File: src/rtl/maze_link_rx_pkg.sv
// Shared constants and types for the maze tile serial receiver.
package maze_link_pkg;

  localparam int unsigned FRAME_BITS = 16;
  localparam int unsigned CNT_W      = 5;
  localparam logic [CNT_W-1:0] CNT_FULL = 5'd16;
  localparam logic [CNT_W-1:0] CNT_OVF  = 5'd17;

  localparam int unsigned MARKER_BIT = 15;
  localparam int unsigned ROW_MSB    = 14;
  localparam int unsigned ROW_LSB    = 12;
  localparam int unsigned COL_MSB    = 11;
  localparam int unsigned COL_LSB    = 9;
  localparam int unsigned PARITY_BIT = 8;
  localparam int unsigned TILE_MSB   = 7;
  localparam int unsigned TILE_LSB   = 0;

  localparam logic [2:0] CLEAR_CODE = 3'd7;

  // Tile byte layout as interpreted by the VGA colour logic.
  localparam int unsigned WALL_MSB     = 7;
  localparam int unsigned WALL_LSB     = 4;
  localparam int unsigned TREASURE_BIT = 3;
  localparam int unsigned TCOLOUR_MSB  = 2;
  localparam int unsigned TCOLOUR_LSB  = 1;
  localparam int unsigned ROBOT_BIT    = 0;

  typedef enum logic [1:0] {
    IDLE = 2'd0,
    RECV = 2'd1,
    EVAL = 2'd2
  } state_e;

endpackage

File: src/rtl/maze_link_rx_if.sv
// Serial link pins plus the tile read port and status outputs.
interface maze_link_rx_if #(
  parameter int unsigned ERR_W = 8
);
  logic             SCLK;
  logic             SDATA;
  logic             SFRAME;
  logic [2:0]       RD_ROW;
  logic [2:0]       RD_COL;
  logic [7:0]       RD_DATA;
  logic             FRAME_OK;
  logic             FRAME_ERR;
  logic [ERR_W-1:0] ERR_COUNT;

  modport master (
    output SCLK, SDATA, SFRAME, RD_ROW, RD_COL,
    input  RD_DATA, FRAME_OK, FRAME_ERR, ERR_COUNT
  );

  modport slave (
    input  SCLK, SDATA, SFRAME, RD_ROW, RD_COL,
    output RD_DATA, FRAME_OK, FRAME_ERR, ERR_COUNT
  );
endinterface

File: src/rtl/maze_link_rx_sync_edge.sv
// Two-flop synchronizer with a registered previous value for edge detection.
module sync_edge (
  input  logic clk,
  input  logic rst_n,
  input  logic async_i,
  output logic level_o,
  output logic rise_o,
  output logic fall_o
);
  logic s1_q, s1_d;
  logic s2_q, s2_d;
  logic prev_q, prev_d;

  always_comb begin
    s1_d   = async_i;
    s2_d   = s1_q;
    prev_d = s2_q;
  end

  always_ff @(posedge clk or negedge rst_n) begin
    if (!rst_n) begin
      s1_q   <= 1'b0;
      s2_q   <= 1'b0;
      prev_q <= 1'b0;
    end else begin
      s1_q   <= s1_d;
      s2_q   <= s2_d;
      prev_q <= prev_d;
    end
  end

  assign level_o = s2_q;
  assign rise_o  = s2_q & ~prev_q;
  assign fall_o  = ~s2_q & prev_q;
endmodule

File: src/rtl/maze_link_rx.sv
// Receives 16-bit tile update frames over SCLK/SDATA/SFRAME into a ROWSxCOLS tile file.
module maze_link_rx
  import maze_link_pkg::*;
#(
  parameter int unsigned ROWS  = 4,
  parameter int unsigned COLS  = 5,
  parameter int unsigned ERR_W = 8
) (
  input  logic CLOCK,
  input  logic RESET_N,
  maze_link_rx_if.slave link
);
  logic sclk_level_unused, sclk_rise, sclk_fall_unused;
  logic sframe_level_unused, sframe_rise, sframe_fall;
  logic sdata, sdata_rise_unused, sdata_fall_unused;

  sync_edge u_sync_sclk (
    .clk(CLOCK), .rst_n(RESET_N), .async_i(link.SCLK),
    .level_o(sclk_level_unused), .rise_o(sclk_rise), .fall_o(sclk_fall_unused)
  );

  sync_edge u_sync_sframe (
    .clk(CLOCK), .rst_n(RESET_N), .async_i(link.SFRAME),
    .level_o(sframe_level_unused), .rise_o(sframe_rise), .fall_o(sframe_fall)
  );

  sync_edge u_sync_sdata (
    .clk(CLOCK), .rst_n(RESET_N), .async_i(link.SDATA),
    .level_o(sdata), .rise_o(sdata_rise_unused), .fall_o(sdata_fall_unused)
  );

  state_e                  state_q, state_d;
  logic [FRAME_BITS-1:0]   shift_q, shift_d;
  logic [CNT_W-1:0]        cnt_q, cnt_d;
  logic                    ok_q, ok_d;
  logic                    err_q, err_d;
  logic [ERR_W-1:0]        err_cnt_q, err_cnt_d;
  logic [7:0]              grid_q [ROWS][COLS];
  logic [7:0]              grid_d [ROWS][COLS];

  logic [2:0] f_row, f_col;
  logic [7:0] f_tile;
  logic       f_clear, f_in_range, f_accept;

  assign f_row      = shift_q[ROW_MSB:ROW_LSB];
  assign f_col      = shift_q[COL_MSB:COL_LSB];
  assign f_tile     = shift_q[TILE_MSB:TILE_LSB];
  assign f_clear    = (f_row == CLEAR_CODE) && (f_col == CLEAR_CODE);
  assign f_in_range = (32'(f_row) < ROWS) && (32'(f_col) < COLS);
  assign f_accept   = (cnt_q == CNT_FULL) && shift_q[MARKER_BIT]
                      && !(^shift_q) && (f_in_range || f_clear);

  always_comb begin
    state_d   = state_q;
    shift_d   = shift_q;
    cnt_d     = cnt_q;
    ok_d      = 1'b0;
    err_d     = 1'b0;
    err_cnt_d = err_cnt_q;
    grid_d    = grid_q;

    unique case (state_q)
      IDLE, RECV: begin
        // A frame start takes a coincident SCLK rise as its first bit; a fall
        // ends the frame and discards any coincident SCLK rise.
        if (state_q == RECV && sframe_fall) begin
          state_d = EVAL;
        end else if (sframe_rise) begin
          state_d = RECV;
          shift_d = '0;
          cnt_d   = '0;
          if (sclk_rise) begin
            shift_d = {{(FRAME_BITS-1){1'b0}}, sdata};
            cnt_d   = 5'd1;
          end
        end else if (state_q == RECV && sclk_rise) begin
          shift_d = {shift_q[FRAME_BITS-2:0], sdata};
          cnt_d   = (cnt_q == CNT_OVF) ? CNT_OVF : cnt_q + 5'd1;
        end
      end
      EVAL: begin
        state_d = IDLE;
        if (f_accept) begin
          ok_d = 1'b1;
          for (int unsigned r = 0; r < ROWS; r++) begin
            for (int unsigned c = 0; c < COLS; c++) begin
              if (f_clear) begin
                grid_d[r][c] = '0;
              end else if (f_row == r[2:0] && f_col == c[2:0]) begin
                grid_d[r][c] = f_tile;
              end
            end
          end
        end else begin
          err_d = 1'b1;
          if (err_cnt_q != '1) err_cnt_d = err_cnt_q + 1'b1;
        end
      end
      default: state_d = IDLE;
    endcase
  end

  always_ff @(posedge CLOCK or negedge RESET_N) begin
    if (!RESET_N) begin
      state_q   <= IDLE;
      shift_q   <= '0;
      cnt_q     <= '0;
      ok_q      <= 1'b0;
      err_q     <= 1'b0;
      err_cnt_q <= '0;
      for (int unsigned r = 0; r < ROWS; r++) begin
        for (int unsigned c = 0; c < COLS; c++) begin
          grid_q[r][c] <= '0;
        end
      end
    end else begin
      state_q   <= state_d;
      shift_q   <= shift_d;
      cnt_q     <= cnt_d;
      ok_q      <= ok_d;
      err_q     <= err_d;
      err_cnt_q <= err_cnt_d;
      grid_q    <= grid_d;
    end
  end

  always_comb begin
    link.RD_DATA = '0;
    for (int unsigned r = 0; r < ROWS; r++) begin
      for (int unsigned c = 0; c < COLS; c++) begin
        if (link.RD_ROW == r[2:0] && link.RD_COL == c[2:0]) begin
          link.RD_DATA = grid_q[r][c];
        end
      end
    end
  end

  assign link.FRAME_OK  = ok_q;
  assign link.FRAME_ERR = err_q;
  assign link.ERR_COUNT = err_cnt_q;
endmodule

File: src/flat_wrapper.sv
// flat-port wrapper written by rule: the top's interface ports become plain ports
module maze_link_rx_flat import maze_link_pkg::*;
#(
  parameter int unsigned ROWS  = 4,
  parameter int unsigned COLS  = 5,
  parameter int unsigned ERR_W = 8
)
  (CLOCK, RESET_N, link_SCLK, link_SDATA, link_SFRAME, link_RD_ROW, link_RD_COL, link_RD_DATA, link_FRAME_OK, link_FRAME_ERR, link_ERR_COUNT);
  maze_link_rx_if #(.ERR_W(ERR_W)) link_i ();
  input  logic CLOCK;
  input  logic RESET_N;
  input wire logic [$bits(link_i.SCLK)-1:0] link_SCLK;
  input wire logic [$bits(link_i.SDATA)-1:0] link_SDATA;
  input wire logic [$bits(link_i.SFRAME)-1:0] link_SFRAME;
  input wire logic [$bits(link_i.RD_ROW)-1:0] link_RD_ROW;
  input wire logic [$bits(link_i.RD_COL)-1:0] link_RD_COL;
  output wire logic [$bits(link_i.RD_DATA)-1:0] link_RD_DATA;
  output wire logic [$bits(link_i.FRAME_OK)-1:0] link_FRAME_OK;
  output wire logic [$bits(link_i.FRAME_ERR)-1:0] link_FRAME_ERR;
  output wire logic [$bits(link_i.ERR_COUNT)-1:0] link_ERR_COUNT;
  assign link_i.SCLK = link_SCLK;
  assign link_i.SDATA = link_SDATA;
  assign link_i.SFRAME = link_SFRAME;
  assign link_i.RD_ROW = link_RD_ROW;
  assign link_i.RD_COL = link_RD_COL;
  assign link_RD_DATA = link_i.RD_DATA;
  assign link_FRAME_OK = link_i.FRAME_OK;
  assign link_FRAME_ERR = link_i.FRAME_ERR;
  assign link_ERR_COUNT = link_i.ERR_COUNT;
  maze_link_rx #(.ROWS(ROWS), .COLS(COLS), .ERR_W(ERR_W)) u_core (.CLOCK(CLOCK), .RESET_N(RESET_N), .link(link_i));
endmodule
File: config.mk
export PLATFORM = sky130hd
export DESIGN_NAME = maze_link_rx_flat
export DESIGN_NICKNAME = d
export VERILOG_FILES = /design/src/rtl/maze_link_rx_pkg.sv /design/src/rtl/maze_link_rx_if.sv /design/src/rtl/maze_link_rx_sync_edge.sv /design/src/rtl/maze_link_rx.sv /design/src/flat_wrapper.sv
export SDC_FILE = /design/constraint.sdc
export NUM_CORES = 1
export LEC_CHECK = 0
export ABC_AREA = 1
export BUFFER_PORTS_ARGS = -buffer_cell sky130_fd_sc_hd__buf_2
export CAP_MARGIN = 20
export CORE_MARGIN = 4
export CORE_UTILIZATION = 55
export DETAILED_ROUTE_END_ITERATION = 10
export HOLD_SLACK_MARGIN = 0.02
export PLACE_DENSITY = 0.85
export SYNTH_ARGS = -nofsm -noshare
export SYNTH_HDL_FRONTEND = slang
export SYNTH_SLANG_ARGS = --single-unit
File: constraint.sdc
create_clock -name CLOCK -period 2.5 [get_ports CLOCK]
set_input_delay 0 -clock CLOCK [delete_from_list [all_inputs] [get_ports CLOCK]]
set_output_delay 0 -clock CLOCK [all_outputs]
set_load 0.005 [all_outputs]
==> qor.txt, run 1 <==
synthesized instance count - 1094
DIE HEIGHT - 139 um
number of synthesized register bits - 201
number of remaining DRC errors - 0
share of post-route cells with drive strength above 1 - 0.125
Leak - 4.84 nW
cell internal pwr - 5.46 mW
library cell occupying the most area in the post-synthesis netlist - sky130_fd_sc_hd__dfrtp_1
final clock period utilization by the worst path - 0.972
initial core utilization - 0.566
number of max-cap violations - 0
summed area of non-filler cells in the final layout - 0.0106 mm^2
worst path cell trace - nand3_1 -> nand2_1 -> nor2_2 -> nand4_1 -> nand2_1 -> nand4_1 -> nor2_1 -> nand4_1 -> nor2_2 -> nand3_1 -> nor2_1 -> nand3_1 -> buf_2
fraction of power spent switching nets - 0.278
placed wire-length estimate - 14900 um
die area - 0.0193 mm^2
IO Pins - 29
H-tree Lvls - 1
fraction of power consumed by sequential logic - 0.462
final antenna-violating net count - 0
core footprint - 0.0167 mm^2
most common cell in the synthesized netlist - sky130_fd_sc_hd__nand2_1
GRT Resource Usage Total - 0.235
CP max FO - 2
row count - 47
antenna violations before repair - 0
Mapped Avg Cell Area - 8.64 um^2
cell with the largest stage delay on the worst path - sky130_fd_sc_hd__dfrtp_1
final estimated routing congestion in global placement - 0.904
class of the tightest hold or removal check - input port to async pin
ranking of synthesized cells by instance count - sky130_fd_sc_hd__nand2_1, sky130_fd_sc_hd__dfrtp_1, sky130_fd_sc_hd__o21ai_1
type of the setup path with the least slack - register to output port
proportion of register bits with asynchronous set or reset after synthesis - 1.00
Clock Tree Buf Depth - 3
top cells by area, synth - sky130_fd_sc_hd__dfrtp_1, sky130_fd_sc_hd__nand2_1, sky130_fd_sc_hd__o21ai_1
cell area after placement - 0.00975 mm^2
CTS clk-pin slew, worst paths - 60 ps
pin count of the biggest net entering global routing - 70
result of the run - finished clean
Vias - 7777
clock tree skew after final layout - 21.1 ps
final-report hold violation count - 0
unrepaired setup endpoints after global routing - true
YS warnings - 0
share of power burned in combinational logic - 0.142
DR vias/cell - 5.71
delay contributed by the slowest stage of the critical path - 390 ps
Mapped Nets - 1115
IO buf count - 28
Clk network pwr share - 0.397
TritonCTS clock tree - done
Net count, final - 1153
Final Setup Violations - 0
post-route worst hold slack - 57.0 ps
Fmax - 411 MHz
first-pass GRT wire length - 37500 um
clock period minus final worst setup slack - 2430 ps
DR WL/cell - 16.9 um
netlist area before placement - 0.00945 mm^2
required arrival time at the worst endpoint - 2500 ps
count of routing violations after the opening detailed-route iteration - 753
Worst-Margin Slew - 671 ps
Worst Setup Start Kind - register
Unique masters post-synth - 30
share of Yosys cell area claimed by the top area cell type - 0.532
Power per Cell Area - 714 mW/mm^2
number of synthesized flops with an enable pin - 0
switching power of the nets - 2.10 mW
largest voltage drop on the vdd net - 629 uV
overall routed net length - 23000 um
top_reg_cell synth - sky130_fd_sc_hd__dfrtp_1
final number of max-transition violations - 0
synth-to-layout area growth - 12.0%
die span in x - 139 um
WP data arrival - 2430 ps
post-route setup slack - 69.5 ps
number of sinks handled by clock tree synthesis - 201
clock insertion delay at the later pin of the skew report - 510 ps
Pre-Repair DR Iteration Count - 5
CTS Root Buffer Type - sky130_fd_sc_hd__clkbuf_16
Worst slew margin - 0.551
number of buffers created by CTS - 21
minimum setup slack after placement - 57.8 ps
ant diodes - 0
capturing element type of the critical path - output port
remaining global-route overflow - 0
via count of the first global-routing pass - 7307
proportion of synthesized chip area in sequential cells - 0.532
## metal layers
metal / share of wire / track usage
met1: 0.43 / 0.327
met3: 0.067 / 0.0341
met5: 0 / 0
met4: 0.037 / 0.0834
met2: 0.47 / 0.380
## final timing paths
check | cells past startpoint | slack [ps] | endpoint | start
worst max-delay path | 13 | 70 | link_RD_DATA[1] | u_core.grid_q[153]$_DFFE_PN0P_
worst min-delay path | 2 | 60 | u_core.grid_q[146]$_DFFE_PN0P_ | RESET_N
worst max register to register | 13 | 80 | u_core.grid_q[132]$_DFFE_PN0P_ | u_core.shift_q[10]$_DFFE_PN0P_
worst min register to register | 0 | 350 | u_core.u_sync_sdata.level_o$_DFF_PN0_ | u_core.u_sync_sdata.s1_q$_DFF_PN0_
max in group asynchronous | 3 | 1630 | u_core.shift_q[2]$_DFFE_PN0P_ | RESET_N
min in group CLOCK | 2 | 150 | u_core.u_sync_sframe.s1_q$_DFF_PN0_ | link_SFRAME
## state kept, by name, summed over array words and instances (netlist names), 2 cells and up
signal / cells
u_core.state_q: 2
u_core.cnt_q: 5
u_core.link.ERR_COUNT: 8
u_core.grid_q: 160
u_core.shift_q: 16
## power by group through the flow
stage | registers (mW) | clock network (mW) | logic, mW
after floorplan | 3.52 | 0 | 0.632
after global placement | 3.53 | 0 | 1.02
after detailed placement | 3.54 | 0 | 1.04
after CTS | 3.49 | 3.03 | 1.05
after global routing | 3.50 | 3.17 | 1.16
final | 3.49 | 3.00 | 1.07
## per-stage QoR
stage	utilization	std cells	setup TNS, ps	power [mW]
floorplan	-	1094	0	4.15
global placement	0.584	1319	0	4.55
detailed placement	0.584	1319	0	4.58
CTS	0.626	1356	0	7.56
global route	0.634	1362	-121	7.83
finish	0.634	1362	0	7.56
## critical path, delay by kind of cell, from the launching register on
kind,cells,cell delay [ps]
and+or+nand+nor,12,1400
DFF,1,390
buffers and inverters,1,130
## layout by cell type (no fill, tap or decap), types with 2 or more instances in the layout
| cell type | instances |
|---|---|
| sky130_fd_sc_hd__nand2_1 | 336 |
| sky130_fd_sc_hd__dfrtp_1 | 201 |
| sky130_fd_sc_hd__o21ai_1 | 138 |
| sky130_fd_sc_hd__inv_1 | 79 |
| sky130_fd_sc_hd__nor2_1 | 67 |
| sky130_fd_sc_hd__o21ai_0 | 33 |
| sky130_fd_sc_hd__nand3_1 | 32 |
| sky130_fd_sc_hd__nand4_1 | 28 |
| sky130_fd_sc_hd__buf_2 | 27 |
| sky130_fd_sc_hd__buf_4 | 24 |
| sky130_fd_sc_hd__a21oi_1 | 23 |
| sky130_fd_sc_hd__clkbuf_16 | 21 |
| sky130_fd_sc_hd__o22ai_1 | 15 |
| sky130_fd_sc_hd__nand2_4 | 14 |
| sky130_fd_sc_hd__o21ai_2 | 14 |
| sky130_fd_sc_hd__xnor2_1 | 13 |
| sky130_fd_sc_hd__ha_1 | 9 |
| sky130_fd_sc_hd__clkbuf_8 | 9 |
| sky130_fd_sc_hd__nor3_1 | 8 |
| sky130_fd_sc_hd__xor2_1 | 8 |
| sky130_fd_sc_hd__or2_2 | 6 |
| sky130_fd_sc_hd__nand2_8 | 5 |
| sky130_fd_sc_hd__nor2_2 | 4 |
| sky130_fd_sc_hd__dlygate4sd3_1 | 4 |
| sky130_fd_sc_hd__buf_12 | 4 |
| sky130_fd_sc_hd__inv_2 | 3 |
| sky130_fd_sc_hd__clkinv_2 | 3 |
| sky130_fd_sc_hd__nand2_2 | 2 |
## area by class of cell
class | count | area [um^2]
inverters | 82 | 308
fillers | 1285 | 6120
flip-flops and latches | 201 | 5030
well taps | 220 | 275
repair buffers | 61 | 477
multi-input cells | 765 | 3830
clock buffers | 29 | 636
clock inverters | 4 | 23.8
## repair_timing
| action | in CTS | in global routing |
|---|---|---|
| buffers inserted | 0 | 6 |
| resized for setup | 0 | 16 |
| endpoints found under the setup margin | 0 | 100 |
| endpoints found under the hold margin | 118 | 0 |
| hold buffers | 4 | 0 |
## logic make-up (layout without fill, tap and decap cells)
family          after synthesis  in the layout  share of synthesized area
mux                           1              1                    0.00119
xor+xnor                     22             22                     0.0204
fa+ha+maj                    10             10                     0.0132
flops                       201            201                      0.532
simple gates                506            506                      0.234
compound gates              226            226                      0.128
buf+inv                     128            176                     0.0703
Power figures use the tool's default switching activity.
==> run 2, diff against run 1 <==
--- a/config.mk
+++ b/config.mk
@@ -9,10 +9,10 @@
 export BUFFER_PORTS_ARGS = -buffer_cell sky130_fd_sc_hd__buf_2
 export CAP_MARGIN = 20
 export CORE_MARGIN = 4
-export CORE_UTILIZATION = 55
+export CORE_UTILIZATION = 56
 export DETAILED_ROUTE_END_ITERATION = 10
 export HOLD_SLACK_MARGIN = 0.02
-export PLACE_DENSITY = 0.85
+export PLACE_DENSITY = 0.86
 export SYNTH_ARGS = -nofsm -noshare
 export SYNTH_HDL_FRONTEND = slang
 export SYNTH_SLANG_ARGS = --single-unit
==> qor.txt, run 2 (synthesis results as in run 1) <==
result of the run - finished clean
count of placed standard cells including taps - 1319
CTS Root Buffer Type - sky130_fd_sc_hd__clkbuf_16
minimum setup slack after placement - 6.04 ps
routing usage on met3 - 0.0370
IO buf count - 28
Power per Cell Area - 721 mW/mm^2
capturing element type of the critical path - register
Pre-Repair DR Iteration Count - 5
synth-to-layout area growth - 13.9%
share of power burned in combinational logic - 0.139
max FFs per register - 160
global routing's busiest layer - met2
fraction of power consumed by sequential logic - 0.449
DR vias/cell - 5.76
most common library cell in the layout ignoring fill and taps - sky130_fd_sc_hd__nand2_1
count of routing violations after the opening detailed-route iteration - 753
final clock period utilization by the worst path - 0.992
met1 capacity usage during global routing - 0.343
overall power consumption - 7.76 mW
final instance count without filler cells - 1369
first-pass GRT wire length - 37500 um
clock period minus final worst setup slack - 2480 ps
final antenna-violating net count - 0
antenna violations before repair - 0
IO Pins - 29
clock insertion delay at the later pin of the skew report - 530 ps
register with the highest flop count - u_core.grid_q
Vias - 7886
core footprint - 0.0166 mm^2
remaining global-route overflow - 0
ant diodes - 0
Final Setup Violations - 0
number of max-cap violations - 0
Final Util - 0.649
number of sinks handled by clock tree synthesis - 201
cell internal pwr - 5.60 mW
number of remaining DRC errors - 0
via count of the first global-routing pass - 7358
final number of max-transition violations - 0
Leak - 4.83 nW
TritonCTS clock tree - done
fraction of power spent switching nets - 0.278
most used cells in the layout excluding fill and tap cells - sky130_fd_sc_hd__nand2_1, sky130_fd_sc_hd__dfrtp_1, sky130_fd_sc_hd__o21ai_1
die span in x - 138 um
DR WL/cell - 17.0 um
Worst slew margin - 0.172
overall routed net length - 23300 um
final estimated routing congestion in global placement - 0.842
die area - 0.0190 mm^2
cell area after placement - 0.00975 mm^2
fill count - 1269
post-route setup slack - 19.1 ps
CTS clk-pin slew, worst paths - 60 ps
Worst Setup Start Kind - register
class of the tightest hold or removal check - input port to async pin
type of the setup path with the least slack - register to register
clock tree skew after final layout - 35.6 ps
summed area of non-filler cells in the final layout - 0.0108 mm^2
largest voltage drop on the vdd net - 633 uV
row count - 47
DIE HEIGHT - 138 um
unrepaired setup endpoints after global routing - true
initial core utilization - 0.570
switching power of the nets - 2.16 mW
met2 track demand over resource in global routing - 0.399
Fmax - 403 MHz
share of post-route cells with drive strength above 1 - 0.145
pin count of the biggest net entering global routing - 79
WP data arrival - 2900 ps
H-tree Lvls - 1
Clk network pwr share - 0.412
number of buffers created by CTS - 22
Clock Tree Buf Depth - 3
Net count, final - 1155
CP max FO - 8
final-report hold violation count - 0
placed wire-length estimate - 14500 um
required arrival time at the worst endpoint - 2920 ps
GRT Resource Usage Total - 0.248
Worst-Margin Slew - 1230 ps
[run 2: changes by cell type in the layout (fill, tap and decap cells not counted), sizes merged]
cell | before | now
nand2 | 357 | 358
bufinv | 0 | 2
clkinvlp | 0 | 1
clkbuf | 30 | 33
[run 2: critical path, cell delays in order (launching register included)]
cell	delay [ps]
sky130_fd_sc_hd__dfrtp_1	420
sky130_fd_sc_hd__ha_4	260
sky130_fd_sc_hd__xnor2_2	120
sky130_fd_sc_hd__xor2_1	150
sky130_fd_sc_hd__xnor2_1	230
sky130_fd_sc_hd__xnor2_1	150
sky130_fd_sc_hd__nand2_1	130
sky130_fd_sc_hd__nor3_4	240
sky130_fd_sc_hd__buf_12	170
sky130_fd_sc_hd__buf_12	170
sky130_fd_sc_hd__buf_12	120
sky130_fd_sc_hd__nand2_8	70
sky130_fd_sc_hd__o21ai_2	170
[run 2: path summary, 6_finish.rpt]
path | startpoint | to | slack [ps] | cells past startpoint
setup / recovery | u_core.shift_q[11]$_DFFE_PN0P_ | u_core.grid_q[122]$_DFFE_PN0P_ | 20 | 12
hold / removal | RESET_N | u_core.grid_q[128]$_DFFE_PN0P_ | 20 | 2
setup reg to reg | u_core.shift_q[11]$_DFFE_PN0P_ | u_core.grid_q[122]$_DFFE_PN0P_ | 20 | 12
hold reg to reg | u_core.u_sync_sframe.s1_q$_DFF_PN0_ | u_core.u_sync_sframe.level_o$_DFF_PN0_ | 350 | 0
max in group asynchronous | RESET_N | u_core.grid_q[72]$_DFFE_PN0P_ | 1640 | 3
min in group CLOCK | link_SDATA | u_core.u_sync_sdata.s1_q$_DFF_PN0_ | 140 | 2
[run 2: per-stage QoR]
step                TNS [ps]  hold WS (ps)
floorplan                  0          -296
global placement           0          24.8
detailed placement         0          23.9
CTS                        0          46.9
global route          -11140          83.7
finish                     0          19.6
[run 2: timing repair]
action | in CTS | in global routing
setup buffers | 0 | 6
hold endpoints to repair | 204 | 0
pin swaps | 0 | 8
hold buffers | 4 | 0
cloned | 0 | 1
resized for setup | 1 | 44
endpoints found under the setup margin | 8 | 142
[run 2: final cells by class]
type,count,area (um^2),share of cell area
sequential,201,5030,0.468
multi-input combinational,766,3950,0.367
clock buffer,32,608,0.0565
timing repair buffer,61,482,0.0448
inverter,82,308,0.0286
tap,220,275,0.0256
clock inverter,7,103,0.00954
[run 2: power by group through the flow]
stage	Combinational (mW)	Sequential, mW	Clock, mW
after floorplan	0.632	3.52	0
after global placement	1.01	3.53	0
after detailed placement	1.04	3.54	0
after CTS	1.06	3.48	3.22
after global routing	1.18	3.50	3.37
final	1.08	3.49	3.19
[run 2: layer usage]
metal | vias up | wire length (um)
met3 | 78 | 2050
met2 | 410 | 11000
met1 | 3739 | 9340
met5 | - | 0
li1 | 3659 | -
met4 | 0 | 913
